===== src/rtl/rv_mon_pkg.sv =====
// rv_mon_pkg: shared types and constants for the DMEM watch monitor
package rv_mon_pkg;

    typedef enum logic [2:0] {
        ST_IDLE,
        ST_RUN,
        ST_PASS,
        ST_FAIL,
        ST_TIMEOUT
    } state_t;

    localparam logic [31:0] DONE_ADDR_DEF = 32'h00002000;
    localparam logic [31:0] PASS_VAL_DEF  = 32'hDEADBEEF;
    localparam int          CH_IDX_W      = 3;

endpackage


===== src/rtl/mon_watch_ch.sv =====
// mon_watch_ch: one address-watch channel with config, saturating hit counter and last-data capture
module mon_watch_ch #(
    parameter int ADDR_W = 32,
    parameter int DATA_W = 32,
    parameter int CNT_W  = 16
) (
    input  logic              clk,
    input  logic              rst,
    input  logic              snoop,
    input  logic              dmem_we,
    input  logic [ADDR_W-1:0] dmem_addr,
    input  logic [DATA_W-1:0] dmem_din,
    input  logic              cfg_wr,
    input  logic [ADDR_W-1:0] cfg_addr,
    input  logic [ADDR_W-1:0] cfg_mask,
    input  logic              cfg_en,
    input  logic              wipe,
    output logic              hit,
    output logic [CNT_W-1:0]  count,
    output logic [DATA_W-1:0] last
);

    logic [ADDR_W-1:0] addr_r;
    logic [ADDR_W-1:0] mask_r;
    logic              en_r;
    logic              match;

    // match against the config held before any same-cycle write
    assign match = snoop && en_r && dmem_we && (((dmem_addr ^ addr_r) & mask_r) == '0);

    // config write beats a statistics wipe, which beats a match update
    always_ff @(posedge clk or negedge rst) begin
        if (!rst) begin
            addr_r <= '0;
            mask_r <= '0;
            en_r   <= 1'b0;
            hit    <= 1'b0;
            count  <= '0;
            last   <= '0;
        end else if (cfg_wr) begin
            addr_r <= cfg_addr;
            mask_r <= cfg_mask;
            en_r   <= cfg_en;
            hit    <= 1'b0;
            count  <= '0;
            last   <= '0;
        end else if (wipe) begin
            hit    <= 1'b0;
            count  <= '0;
            last   <= '0;
        end else if (match) begin
            hit    <= 1'b1;
            count  <= (count == '1) ? count : count + 1'b1;
            last   <= dmem_din;
        end
    end

endmodule


===== src/rtl/dmem_watch_monitor.sv =====
// dmem_watch_monitor: snoops DMEM stores for a completion mailbox, a watchdog and address-watch channels
module dmem_watch_monitor
    import rv_mon_pkg::*;
#(
    parameter int                ADDR_W    = 32,
    parameter int                DATA_W    = 32,
    parameter int                NUM_CH    = 4,
    parameter int                CNT_W     = 16,
    parameter logic [ADDR_W-1:0] DONE_ADDR = ADDR_W'(DONE_ADDR_DEF),
    parameter logic [DATA_W-1:0] PASS_VAL  = DATA_W'(PASS_VAL_DEF)
) (
    input  logic                clk,
    input  logic                rst,
    input  logic                start,
    input  logic                clear,
    input  logic [31:0]         timeout_lim,
    input  logic [ADDR_W-1:0]   dmem_addr,
    input  logic                dmem_we,
    input  logic [DATA_W-1:0]   dmem_din,
    input  logic                cfg_we,
    input  logic [CH_IDX_W-1:0] cfg_ch,
    input  logic [ADDR_W-1:0]   cfg_addr,
    input  logic [ADDR_W-1:0]   cfg_mask,
    input  logic                cfg_en,
    output logic                done_flag,
    output logic                pass,
    output logic                fail,
    output logic                timeout,
    output logic                halt_req,
    output logic [DATA_W-1:0]   fail_code,
    output logic [31:0]         cycle_count,
    output logic [NUM_CH-1:0]   ch_hit,
    output logic [CNT_W-1:0]    rd_count,
    output logic [DATA_W-1:0]   rd_last
);

    state_t            state;
    state_t            state_nx;
    logic              run;
    logic              go;
    logic              mbox;
    logic              expire;
    logic [CNT_W-1:0]  cnt_a  [NUM_CH];
    logic [DATA_W-1:0] last_a [NUM_CH];

    // clear outranks everything, so it suppresses both snooping and arming
    assign run    = (state == ST_RUN) && !clear;
    assign go     = (state == ST_IDLE) && start && !clear;
    assign mbox   = dmem_we && (dmem_addr == DONE_ADDR);
    assign expire = (timeout_lim != '0) && (cycle_count == timeout_lim - 32'd1);

    // state register
    always_ff @(posedge clk or negedge rst) begin
        if (!rst) state <= ST_IDLE;
        else      state <= state_nx;
    end

    // next state: clear, then arm, then mailbox store ahead of watchdog expiry
    always_comb begin
        state_nx = state;
        if (clear)
            state_nx = ST_IDLE;
        else if (state == ST_IDLE && start)
            state_nx = ST_RUN;
        else if (state == ST_RUN && mbox)
            state_nx = (dmem_din == PASS_VAL) ? ST_PASS : ST_FAIL;
        else if (state == ST_RUN && expire)
            state_nx = ST_TIMEOUT;
    end

    // terminal flags registered from the next state so they rise one cycle after the event
    always_ff @(posedge clk or negedge rst) begin
        if (!rst) begin
            done_flag <= 1'b0;
            pass      <= 1'b0;
            fail      <= 1'b0;
            timeout   <= 1'b0;
        end else begin
            done_flag <= state_nx inside {ST_PASS, ST_FAIL, ST_TIMEOUT};
            pass      <= state_nx == ST_PASS;
            fail      <= state_nx == ST_FAIL;
            timeout   <= state_nx == ST_TIMEOUT;
        end
    end

    assign halt_req = done_flag;

    // failing mailbox data capture and saturating RUN-cycle counter
    always_ff @(posedge clk or negedge rst) begin
        if (!rst) begin
            fail_code   <= '0;
            cycle_count <= '0;
        end else begin
            if (clear || go)
                fail_code <= '0;
            else if (run && state_nx == ST_FAIL)
                fail_code <= dmem_din;
            if (go)
                cycle_count <= '0;
            else if (run && cycle_count != '1)
                cycle_count <= cycle_count + 32'd1;
        end
    end

    for (genvar k = 0; k < NUM_CH; k++) begin : g_ch
        mon_watch_ch #(
            .ADDR_W (ADDR_W),
            .DATA_W (DATA_W),
            .CNT_W  (CNT_W)
        ) u_ch (
            .clk       (clk),
            .rst       (rst),
            .snoop     (run),
            .dmem_we   (dmem_we),
            .dmem_addr (dmem_addr),
            .dmem_din  (dmem_din),
            .cfg_wr    (cfg_we && cfg_ch == CH_IDX_W'(k)),
            .cfg_addr  (cfg_addr),
            .cfg_mask  (cfg_mask),
            .cfg_en    (cfg_en),
            .wipe      (go),
            .hit       (ch_hit[k]),
            .count     (cnt_a[k]),
            .last      (last_a[k])
        );
    end

    // readback of the selected channel; out-of-range indices read zero
    always_comb begin
        rd_count = '0;
        rd_last  = '0;
        for (int i = 0; i < NUM_CH; i++) begin
            if (cfg_ch == CH_IDX_W'(i)) begin
                rd_count = cnt_a[i];
                rd_last  = last_a[i];
            end
        end
    end

endmodule


===== config.mk =====
export PLATFORM = sky130hd
export DESIGN_NAME = dmem_watch_monitor
export DESIGN_NICKNAME = d
export VERILOG_FILES = /design/src/rtl/rv_mon_pkg.sv /design/src/rtl/mon_watch_ch.sv /design/src/rtl/dmem_watch_monitor.sv
export SDC_FILE = /design/constraint.sdc
export NUM_CORES = 1
export LEC_CHECK = 0
export ABC_AREA = 0
export BUFFER_PORTS_ARGS = -buffer_cell sky130_fd_sc_hd__buf_2
export CAP_MARGIN = 25
export CORE_MARGIN = 1.5
export CORE_UTILIZATION = 45
export DETAILED_ROUTE_END_ITERATION = 10
export GPL_ROUTABILITY_DRIVEN = 0
export MAX_ROUTING_LAYER = met4
export PLACE_DENSITY = 0.63
export SYNTH_ARGS = -nofsm -noshare
export SYNTH_HDL_FRONTEND = slang
export SYNTH_SLANG_ARGS = --single-unit
export TNS_END_PERCENT = 20

===== constraint.sdc =====
create_clock -name clk -period 3.4 [get_ports clk]
set_input_delay 0.51 -clock clk [delete_from_list [all_inputs] [get_ports clk]]
set_output_delay 0.51 -clock clk [all_outputs]
set_load 0.02 [all_outputs]

After elaboration in Yosys (flattened, before gate mapping):

Cells that the tools add are included.

* flip-flop bits (word level): 527
* input bits: 170
* output and inout bits: 121
* word-level logic and storage cells: 166

* $add $sub $neg: 6
* eq/ne operators: 19
* muxes and demuxes: 57
* bitwise logic cells: 8
* reductions and logical operators: 45

Operators with widths (count)
* $mux W32: 20
* $mux W16: 20
* $and A32 B32 Y32: 4
* $logic_not A32 Y1: 4
* $xor A32 B32 Y32: 4
* $add A16 B1 Y16 const B: 4
* $eq A16 B16 Y1 const B: 4
* $add A32 B1 Y32 const B: 1
* $eq A32 B14 Y1 const B: 1
* $eq A32 B32 Y1: 1
* $eq A32 B32 Y1 const B: 1
* $ne A32 B32 Y1 const B: 1
* $reduce_bool A32 Y1: 1
* $sub A32 B1 Y32 const B: 1
* $logic_and A1 B1 Y1: 25
* $reduce_bool A3 Y1: 5
* $mux W1: 13
* $eq A3 B2 Y1 const B: 4
* $mux W3: 4
* $ne A3 B2 Y1 const B: 4
* $reduce_and A2 Y1: 4
* $eq A3 B1 Y1 const B: 2
* $logic_not A3 Y1: 2
* $reduce_bool A2 Y1: 2
* other kinds (3): 3

Depth between registers and ports, before layout:

Gate-level depths: netlist of the first run.

* depth after elaboration: 12
* gate-level depth with buffers: 11
* depth with buffers taken out: 10

Hierarchy:

From an unflattened synthesis of the first run, not the netlist that was laid out.

* cells, all modules: 2501
* area, all modules: 27271.2 µm²

Modules (own cells, without submodules)
* mon_watch_ch: times used 4, cells an instance 464, area an instance 5305.1 µm², seq. area each 2852.7 µm²
* dmem_watch_monitor: times used 1, cells an instance 645, area an instance 6050.8 µm², seq. area each 1776.7 µm²

Least setup slack after synthesis of the first run:

OpenSTA, ideal clock, no wires.

* path kind: input to register
* start: in dmem_addr[12]
* end: reg g_ch[3].u_ch.count[12]
* library setup time: 0.125 ns
* arrival time: 2.802 ns
* required time: 3.275 ns
* path slack: 0.474 ns
* stages: 11
* path buffers: 3
* path through: buf_2 -> xor2_1 -> a22o_1 -> a221oi_1 -> nand4_1 -> or4_1 -> buf_2 -> or2_1 -> buf_2 -> nor4_2 -> mux2_2

* longest elaborated chain between the ends: 6

Ends and longest elaborated chain
* from (decl): RTL line dmem_watch_monitor.sv:17 `input logic [ADDR_W-1:0] dmem_addr,`
* $xor A32 B32 Y32: RTL line mon_watch_ch.sv:29 `assign match = snoop && en_r && dmem_we && (((dmem_addr ^ addr_r) & mask_r) == '0);`
* $and A32 B32 Y32: RTL line mon_watch_ch.sv:29
* $logic_not A32 Y1: RTL line mon_watch_ch.sv:29
* $logic_and A1 B1 Y1: RTL line mon_watch_ch.sv:29
* $reduce_bool A3 Y1 (no source line)
* $reduce_and A2 Y1 (no source line)
* to (signal assigned): RTL line mon_watch_ch.sv:53 `count <= (count == '1) ? count : count + 1'b1;`
* to (decl): RTL line mon_watch_ch.sv:19 `output logic [CNT_W-1:0] count,`

No other way between the ends.
A chain may end at the register's enable or synchronous reset.

Worst setup path in the final report of the first run:

* start: reg state[1]
* end: reg g_ch[0].u_ch.count[9]

* longest elaborated chain between the ends: 7
* elaborated cells on any way between the ends: 13
* classes of those cells: eq/ne (2); mux (2); reduce/logical (9)

Ends and longest elaborated chain
* from (decl): RTL line dmem_watch_monitor.sv:37 `state_t state;`
* from (signal assigned): RTL line dmem_watch_monitor.sv:55 `else state <= state_nx;`
* $eq A3 B1 Y1: RTL line dmem_watch_monitor.sv:47 `assign run = (state == ST_RUN) && !clear;`
* $logic_and A1 B1 Y1: RTL line dmem_watch_monitor.sv:47
* $logic_and A1 B1 Y1 (3 in a row): RTL line mon_watch_ch.sv:29
* $reduce_bool A3 Y1 (no source line)
* $reduce_and A2 Y1 (no source line)
* to (signal assigned): RTL line mon_watch_ch.sv:53
* to (decl): RTL line mon_watch_ch.sv:19

Several ways; a longest one is shown, not always the timed one.

==> results list, run 1 <==
* TritonCTS clock tree: yes
* Clock latency reported for the late side of the worst-skew pair: 640 ps
- Count of pins over their slew limit: 0
- Synth Register Bits: 527
* Fraction of synthesized cell area taken by the top area cell type: 50.1%
* Fraction of final layout cells with drive strength greater than 1: 30.3%
* Antenna violations before repair: 14
- In this run the most critical hold path is launched from cfg_addr[15].
- First-pass GRT wire length: 119 mm
* Number of DRC markers after the initial detailed-route iteration: 1,541
- Post-DRT Antenna Nets: 0
* Final std cell area, no fill: 0.0311 mm2
- Type of the setup path with the least slack: reg -> reg
- At the worst endpoint, the required time is 3930 ps.
- Final global-route overflow total: 0
- Maximum level of the CTS H-tree: 2
* Post-Synthesis Cell Area: 0.0263 mm2
- The number of global-route vias before repair came to 19,806.
- Setup clock skew after layout: 50.7 ps
- The share of total power dissipated in sequential elements is 45.4%.
- The die covers 0.0600 mm2.
* Vias per cell: 5.69
- Reg clk slew, reported paths: 60 ps
* Total of warnings raised by yosys: 0
- The flow ran to the end, and the final reports show no timing, DRC or antenna violations.
- Critical Path Sink Type: flop
- Detailed Route WL: 76.6 mm
- Slew at the pin with the worst max-slew slack: 790 ps
- For this design the top-level I/O count stands at 291.
* Synthesized Nets: 2,521
* Worst hold endpoint: g_ch[0].u_ch.addr_r[15]
- Chip height: 245 um
* DRC violation count after routing: 0
- For the worst flop-to-flop path, the logic depth is 8.
- In this run the power density over the cells is 525 mW/mm2.
* Die Span X: 245 um
* Count of final hold-check violations: 0
- IR analysis of the VDD net gives a maximum drop of 362 uV.
* Routed WL per cell: 22.2 um
- Counting flops with a built-in enable in the synthesized netlist gives 0.
* Count of buffers from port buffering: 290
- Standard cell area after detailed placement: 0.0290 mm2
- Reg2reg end: g_ch[0].u_ch.count[9]
- Of the total power, combinational logic draws 14.4%.
- Starting utilization of the core area: 45.5%
- Buffer type at the clock tree root: clkbuf_16
* Lkg Pwr: 14.5 nW
* Net total in the final layout: 2,798
- By area the synthesized netlist is led by dfrtp_1 50%, mux2_2 11%, xor2_1 5.4%.
- Kind of launch point of the worst setup path: flop
* Crit path arrival time: 3600 ps
- Entering global routing, the biggest net connects 79 pins.
* Fraction of registers with async set/reset: 100%
* Flip-flop cell with the highest count after synthesis: dfrtp_1
* Synth cell count leaders: 527 x dfrtp_1, 261 x mux2_2, 207 x nand2_1
- Number of library cell types mapped by synthesis: 72
* Most common cell in the synthesized netlist: dfrtp_1
* Biggest fanout along the worst timing path: 10
* Total clock sinks: 527
- In the global route stage, overall resource usage came out at 26.4%.
- Clk buf depth: 3
- Max-cap viol count: 0
* Count of cells along the worst hold path: 2
- After legalization and detailed placement, the total HPWL measured 55.4 mm.
- Finish-stage setup viols: 0
- The floorplan has 88 rows.
- In this run the power spent charging and discharging nets is 4.35 mW.
- Counting every instance in the synthesized netlist gives 2,344.
- The tightest min-delay check is of the in -> reg type.
- In this run the critical register-to-register path is launched from state[1].
- Subtracting the final worst setup slack from the clock period gives 3060 ps.
- The total area inside the core boundary comes to 0.0578 mm2.
* Worst-case register-to-register setup slack: 340 ps
- DR pass1 iterations: 5
- Worst relative slew slack: 46.6%
- Sequential area share after synthesis: 50.1%
- The synthesized design spends more area on one cell type than any other, namely dfrtp_1.
- From synthesis to final layout, the design area changed by 18.1%.
- Setup repair after global routing left no endpoint under its margin.
- Total clock buffers created by CTS: 57
- Net switching is 26.7% of the power.
- Post-route setup TNS: 0 ps
- Derived from the worst setup path, the maximum achievable clock frequency is 0.326 GHz.
* Via total after detailed routing: 19,628
- Of the available clock period, the critical path in the final layout requires 90.1%.
- Per report_power, the clock group accounts for 40.3% of the total.
- Internal power comes to 12.0 mW.
* Syn avg cell area: 11.2 um2
-- through the flow --
step | std cells | power (mW) | hold slack, ps | util (%) | setup slack (ps)
floorplan | 2344 | 8.80 | 214 | - | 474
global placement | 3326 | 9.76 | 485 | 50.2 | 122
detailed placement | 3326 | 9.86 | 494 | 50.2 | -17.6
CTS | 3433 | 16.5 | 121 | 53.7 | 352
global route | 3445 | 17.0 | 149 | 53.8 | 189
finish | 3447 | 16.3 | 146 | 53.8 | 336
-- cells by family (layout without fill, tap and decap cells) --
kind of cell | after synthesis | in the layout | share of synthesized area (%)
flip-flops | 527 | 527 | 50.1
buffers and inverters | 175 | 499 | 2.62
AO/OA/AOI/OAI | 244 | 244 | 5.89
AND/OR/NAND/NOR | 756 | 756 | 14.5
XOR/XNOR | 224 | 224 | 7.45
adder cells (fa/ha/maj) | 7 | 7 | 0.333
other | 0 | 14 | 0
multiplexers | 411 | 411 | 19.2
-- layout make-up --
class / instances / area, um2
well taps: 765 / 957
diodes: 14 / 35.0
fillers: 5062 / 26700
repair buffers: 369 / 2270
clock inverters: 28 / 407
flip-flops and latches: 527 / 13200
clock buffers: 78 / 1610
multi-input cells: 1642 / 12500
inverters: 24 / 90.1
-- flip-flops by register name (all words and copies together), names as in the netlist, 4 cells and up --
name	count
fail_code	32
g_ch.u_ch.mask_r	128
g_ch.u_ch.count	64
g_ch.u_ch.en_r	4
g_ch.u_ch.hit	4
g_ch.u_ch.addr_r	128
cycle_count	32
g_ch.u_ch.last	128
-- worst max path at each step --
stage,depth (start not counted),endpoint,slack (ps),startpoint
after floorplan,11,g_ch[3].u_ch.count[12],470,dmem_addr[12]
after global placement,10,g_ch[3].u_ch.count[7],120,dmem_addr[29]
after detailed placement,12,timeout,-20,timeout_lim[0]
after CTS,8,g_ch[0].u_ch.count[13],350,state[1]
after global routing,8,cycle_count[29],190,cycle_count[24]
final,8,g_ch[0].u_ch.count[9],340,state[1]
-- layout by cell type (no fill, tap or decap), types with 48 or more instances in the layout --
| master | n |
|---|---|
| o21ai_0 | 59 |
| nand2_1 | 206 |
| mux2i_1 | 102 |
| dfrtp_1 | 527 |
| a21oi_1 | 71 |
| xor2_1 | 162 |
| mux4_2 | 48 |
| buf_4 | 62 |
| xnor2_1 | 62 |
| buf_2 | 288 |
| clkbuf_16 | 57 |
| nor2b_1 | 52 |
| nor2_1 | 200 |
| mux2_2 | 261 |
-- power groups by stage --
stage	Sequential [mW]	Combinational (mW)	Clock [mW]
2_1_floorplan	7.39	1.41	0
3_3_place_gp	7.47	2.29	0
3_5_place_dp	7.52	2.35	0
4_1_cts	7.41	2.36	6.70
5_1_grt	7.49	2.53	6.96
6_report	7.41	2.34	6.57
-- critical path, stage by stage, from the launching register on --
cell     delay (ps)
dfrtp_1         470
nor4b_4         400
and2_2          270
nand4_1         140
nor3_2          300
nand4_4         180
or4b_1          710
or3_1           360
a21oi_1         150
-- what timing repair did --
| item | 4_1_cts | 5_1_grt |
|---|---|---|
| resized for setup | 0 | 0 |
| hold buffers | 1 | 0 |
| hold endpoints to repair | 57 | 0 |
| setup buffers | 0 | 0 |
-- routing by layer --
layer | up-vias | global-route usage, % | share of wire, %
li1 | 8864 | - | -
met1 | 10052 | 35.3 | 43
met2 | 592 | 41.9 | 48
met3 | 120 | 4.34 | 6.1
met4 | 0 | 6.95 | 2.4
met5 | - | - | 0
No activity file was read; power rests on OpenSTA's default activity.
==> run 2, diff against run 1 <==
--- a/config.mk
+++ b/config.mk
@@ -5,7 +5,7 @@
 export SDC_FILE = /design/constraint.sdc
 export NUM_CORES = 1
 export LEC_CHECK = 0
-export ABC_AREA = 0
+export ABC_AREA = 1
 export BUFFER_PORTS_ARGS = -buffer_cell sky130_fd_sc_hd__buf_2
 export CAP_MARGIN = 25
 export CORE_MARGIN = 1.5
==> run 2 against run 1 <==
  * Die area rose by 1.1%
  * Via count rose by 20%
  * Utilization fell by 0.81 points
  * Fmax barely moved
  * Flip-flop and latch count did not move
  * Critical path type is now in -> out
  * Largest cell class unchanged
  * Clock power fell by 7.3%
==> results list, run 2 <==
- The worst hold slack came to 107 ps (-38.9 ps).
- The number of cells on the worst hold path is 3 (+1).
* Synth-to-layout area growth: 15.6%
* Vias per cell: 5.32 (-6.7%)
- Synth cell count leaders: 763 x nand2_1, 527 x dfrtp_1, 484 x inv_1
- Regs by FF count: g_ch.u_ch.addr_r: 128 flops, g_ch.u_ch.last: 128 flops, g_ch.u_ch.mask_r: 128 flops
- The critical path starts at cfg_ch[0].
- Areal power density over the cells: 513 mW/mm2 (-2.3%)
* Post-Synthesis Cell Area: 0.0266 mm2 (+1.1%)
* Fraction of registers with async set/reset: 100% (unchanged)
- Number of library cell types mapped by synthesis: 53 (-26%)
- Number of DRC markers after the initial detailed-route iteration: 1,659 (+7.7%)
- STA classifies the critical path endpoint as an output pin.
* Core box area: 0.0581 mm2 (+0.57%)
- Commonest non-fill, non-tap cells in the layout: 763 x nand2_1, 527 x dfrtp_1, 482 x inv_1
- VDD IR-drop max: 378 uV (+4.4%)
- The mean instance size in the synthesized netlist is 7.96 um2 (-29%).
- Detailed Route WL: 80.6 mm (+5.2%)
- Reg clk slew, reported paths: 60 ps (about the same)
- Leaving out fill and tap cells, the most frequent cell in the layout is nand2_1.
* IO Pins: 291 (unchanged)
- The post-cts gate resize count is 0 (unchanged).
- Die area: 0.0606 mm2 (+1.1%)
* Worst hold endpoint: g_ch[2].u_ch.mask_r[26]
- First-pass GRT wire length: 127 mm (+6.4%)
- DR pass1 iterations: 5 (unchanged)
- Fraction of final layout cells with drive strength greater than 1: 15.2% (-15 points)
- Max-cap viol count: 0 (unchanged)
* Count of buffers from port buffering: 290 (unchanged)
* Antenna violations before repair: 7 (-7)
- TritonCTS clock tree: yes
- Buffer type at the clock tree root: clkbuf_16
- The vertical die dimension was 246 um (+0.56%).
- The insertion delay to the later sink of the worst-skew pair was 620 ps (-20 ps).
- The slew at the pin closest to its max-slew limit was 990 ps (+200 ps).
- Among all cell types in the netlist, the one instantiated most often is nand2_1.
* Top cells by area, synth: dfrtp_1 50%, nand2_1 11%, o21ai_0 7.7%
- The overall track demand over capacity in global routing came to 27.5% (+1.1 points).
- The max-slew violation count came to 0 (unchanged).
- The final period demand of the worst path was 3070 ps (+1.51 ps).
* Core occupancy in the finished layout: 53.0% (-0.81 points)
- The die boundary width came to 246 um (+0.56%).
- Synth area leader: dfrtp_1
- The setup-violating endpoint count in the final report is 0 (unchanged).
- The worst-case clock buffer depth was 3 (unchanged).
* Sequential area share after synthesis: 49.5% (-0.57 points)
- The number of synthesized flops with an enable pin came to 0 (unchanged).
- Reg2reg start: g_ch[0].u_ch.addr_r[2]
- Estimated wirelength of the detail-placed design: 56.4 mm (+1.7%)
- Flip-flop cell with the highest count after synthesis: dfrtp_1
- The critical path is of the in -> out type.
- STA classifies the critical path startpoint as a primary input.
- Routed WL per cell: 18.2 um (-18%)
- The share of the cycle needed by the critical path after routing came to 90.2% (about the same).
* Total clock sinks: 527 (unchanged)
- Filler Cell Count: 5,689 (+12%)
- Count of final hold-check violations: 0 (unchanged)
* Unrepaired setup endpoints after global routing: no
- The number of global-route vias before repair was 22,602 (+14%).
* Result of the run: finished clean
* Total of warnings raised by yosys: 0 (unchanged)
- The number of cells traversed by the worst register-to-register path came to 14 (+6).
* Via total after detailed routing: 23,519 (+20%)
- The number of synthesized register bits came to 527 (unchanged).
* Synthesized Nets: 3,522 (+40%)
- The data required time at the worst endpoint was 2890 ps (-1040 ps).
- Lkg Pwr: 14.7 nW (+1.7%)
- Reg2reg end: g_ch[0].u_ch.count[5]
* Pin count of the biggest net entering global routing: 89 (+13%)
- The remaining design rule violation count came to 0 (unchanged).
- Starting utilization of the core area: 45.8% (+0.26 points)
- Worst Min Path Start: cfg_mask[26]
- The arrival time of data at the critical path endpoint was 2560 ps (-1040 ps).
- The aggregate negative setup slack is 0 ps (unchanged).
* Total clock buffers created by CTS: 56 (-1.8%)
* Final global-route overflow total: 0 (unchanged)
- Post-DRT Antenna Nets: 0 (unchanged)
- Post-synthesis cell count: 3,345 (+43%)
* Biggest fanout along the worst timing path: 32 (+22)
- The worst hold path belongs to the class in -> reg.
- Worst relative slew slack: 34.0% (-13 points)
- The number of levels in the clock H-tree was 2 (unchanged).
* Highest achievable clock rate: 0.326 GHz (about the same)
- The share of the synthesized area in the top cell type came to 49.5% (-0.57 points).
* Worst-case register-to-register setup slack: 430 ps (+90 ps)
* Number of placement rows: 88 (unchanged)
- The net count reported at finish was 3,784 (+35%).
- Setup clock skew after layout: 33.8 ps (-16.9 ps)
run 2: cell count changes in the layout (fill, tap and decap cells not counted), moves of 48 or more:
cell | previous run | this run
a21oi_1 | 71 | 166
inv_1 | 24 | 482
mux2_2 | 261 | 0
mux2i_1 | 102 | 0
mux4_2 | 48 | 0
nand2_1 | 206 | 763
nand3_1 | 47 | 168
nand3_2 | 1 | 49
nor2b_1 | 52 | 0
o21ai_0 | 59 | 408
o22ai_1 | 2 | 145
xor2_1 | 162 | 27
run 2: worst max-delay path, cell delays in order:
cell	delay, ps
buf_2	120
nor3_1	420
inv_1	380
buf_4	390
o22ai_1	220
a21oi_1	50
o21ai_0	180
buf_2	250
run 2: cell families after synthesis:
family	count (synthesis)	synth area share (%)
flip-flops	527	49.5
AND/OR/NAND/NOR	1357	23.5
adder cells (fa/ha/maj)	7	0.329
AO/OA/AOI/OAI	769	15.7
buffers and inverters	637	9.39
XOR/XNOR	48	1.58
run 2: report_power, final:
group / switching, mW / total [mW] / internal (mW)
Sequential: 0.391 / 7.37 / 6.98
Combinational: 1.58 / 2.34 / 0.760
Clock: 2.56 / 6.09 / 3.52
run 2: routing by layer:
metal  share of wire, %  track usage (%)  wire length (um)
met5                  0                -                 0
met4                2.7             8.44              2200
met3                6.3             3.30              5080
met2                 46             43.1             37300
met1                 45             37.4             36100
run 2: final cells by class:
type | count | area, um2 | area share, %
clock buffers | 90 | 1640 | 5.32
well taps | 765 | 957 | 3.11
diodes | 7 | 17.5 | 0.0569
clock inverters | 14 | 174 | 0.565
multi-input cells | 2181 | 11000 | 35.6
inverters | 496 | 1860 | 6.05
flip-flops and latches | 527 | 13200 | 42.8
repair buffers | 345 | 1980 | 6.42
run 2: stage by stage:
stage | cell area [um2] | power [mW] | instances | setup slack, ps
final | 30800 | 15.8 | 4425 | 335
after global routing | 30800 | 16.6 | 4425 | 216
after CTS | 30800 | 15.9 | 4418 | 450
after detailed placement | 28900 | 9.81 | 4313 | 201
after global placement | 28900 | 9.76 | 4313 | 283
after floorplan | 26600 | 8.81 | 3345 | 935
run 2: timing repair:
action                                  4_1_cts  5_1_grt
endpoints found under the setup margin        0        0
buffers inserted                              0        0
hold buffers                                  1        0
endpoints found under the hold margin        63        0
run 2: how the worst max path moves through the flow:
stage	cells after the start	slack (ps)	to
floorplan	20	930	fail_code[21]
global placement	15	280	g_ch[0].u_ch.count[5]
detailed placement	15	200	g_ch[0].u_ch.count[5]
CTS	8	450	rd_last[21]
global route	14	220	g_ch[0].u_ch.count[5]
finish	8	330	rd_last[29]
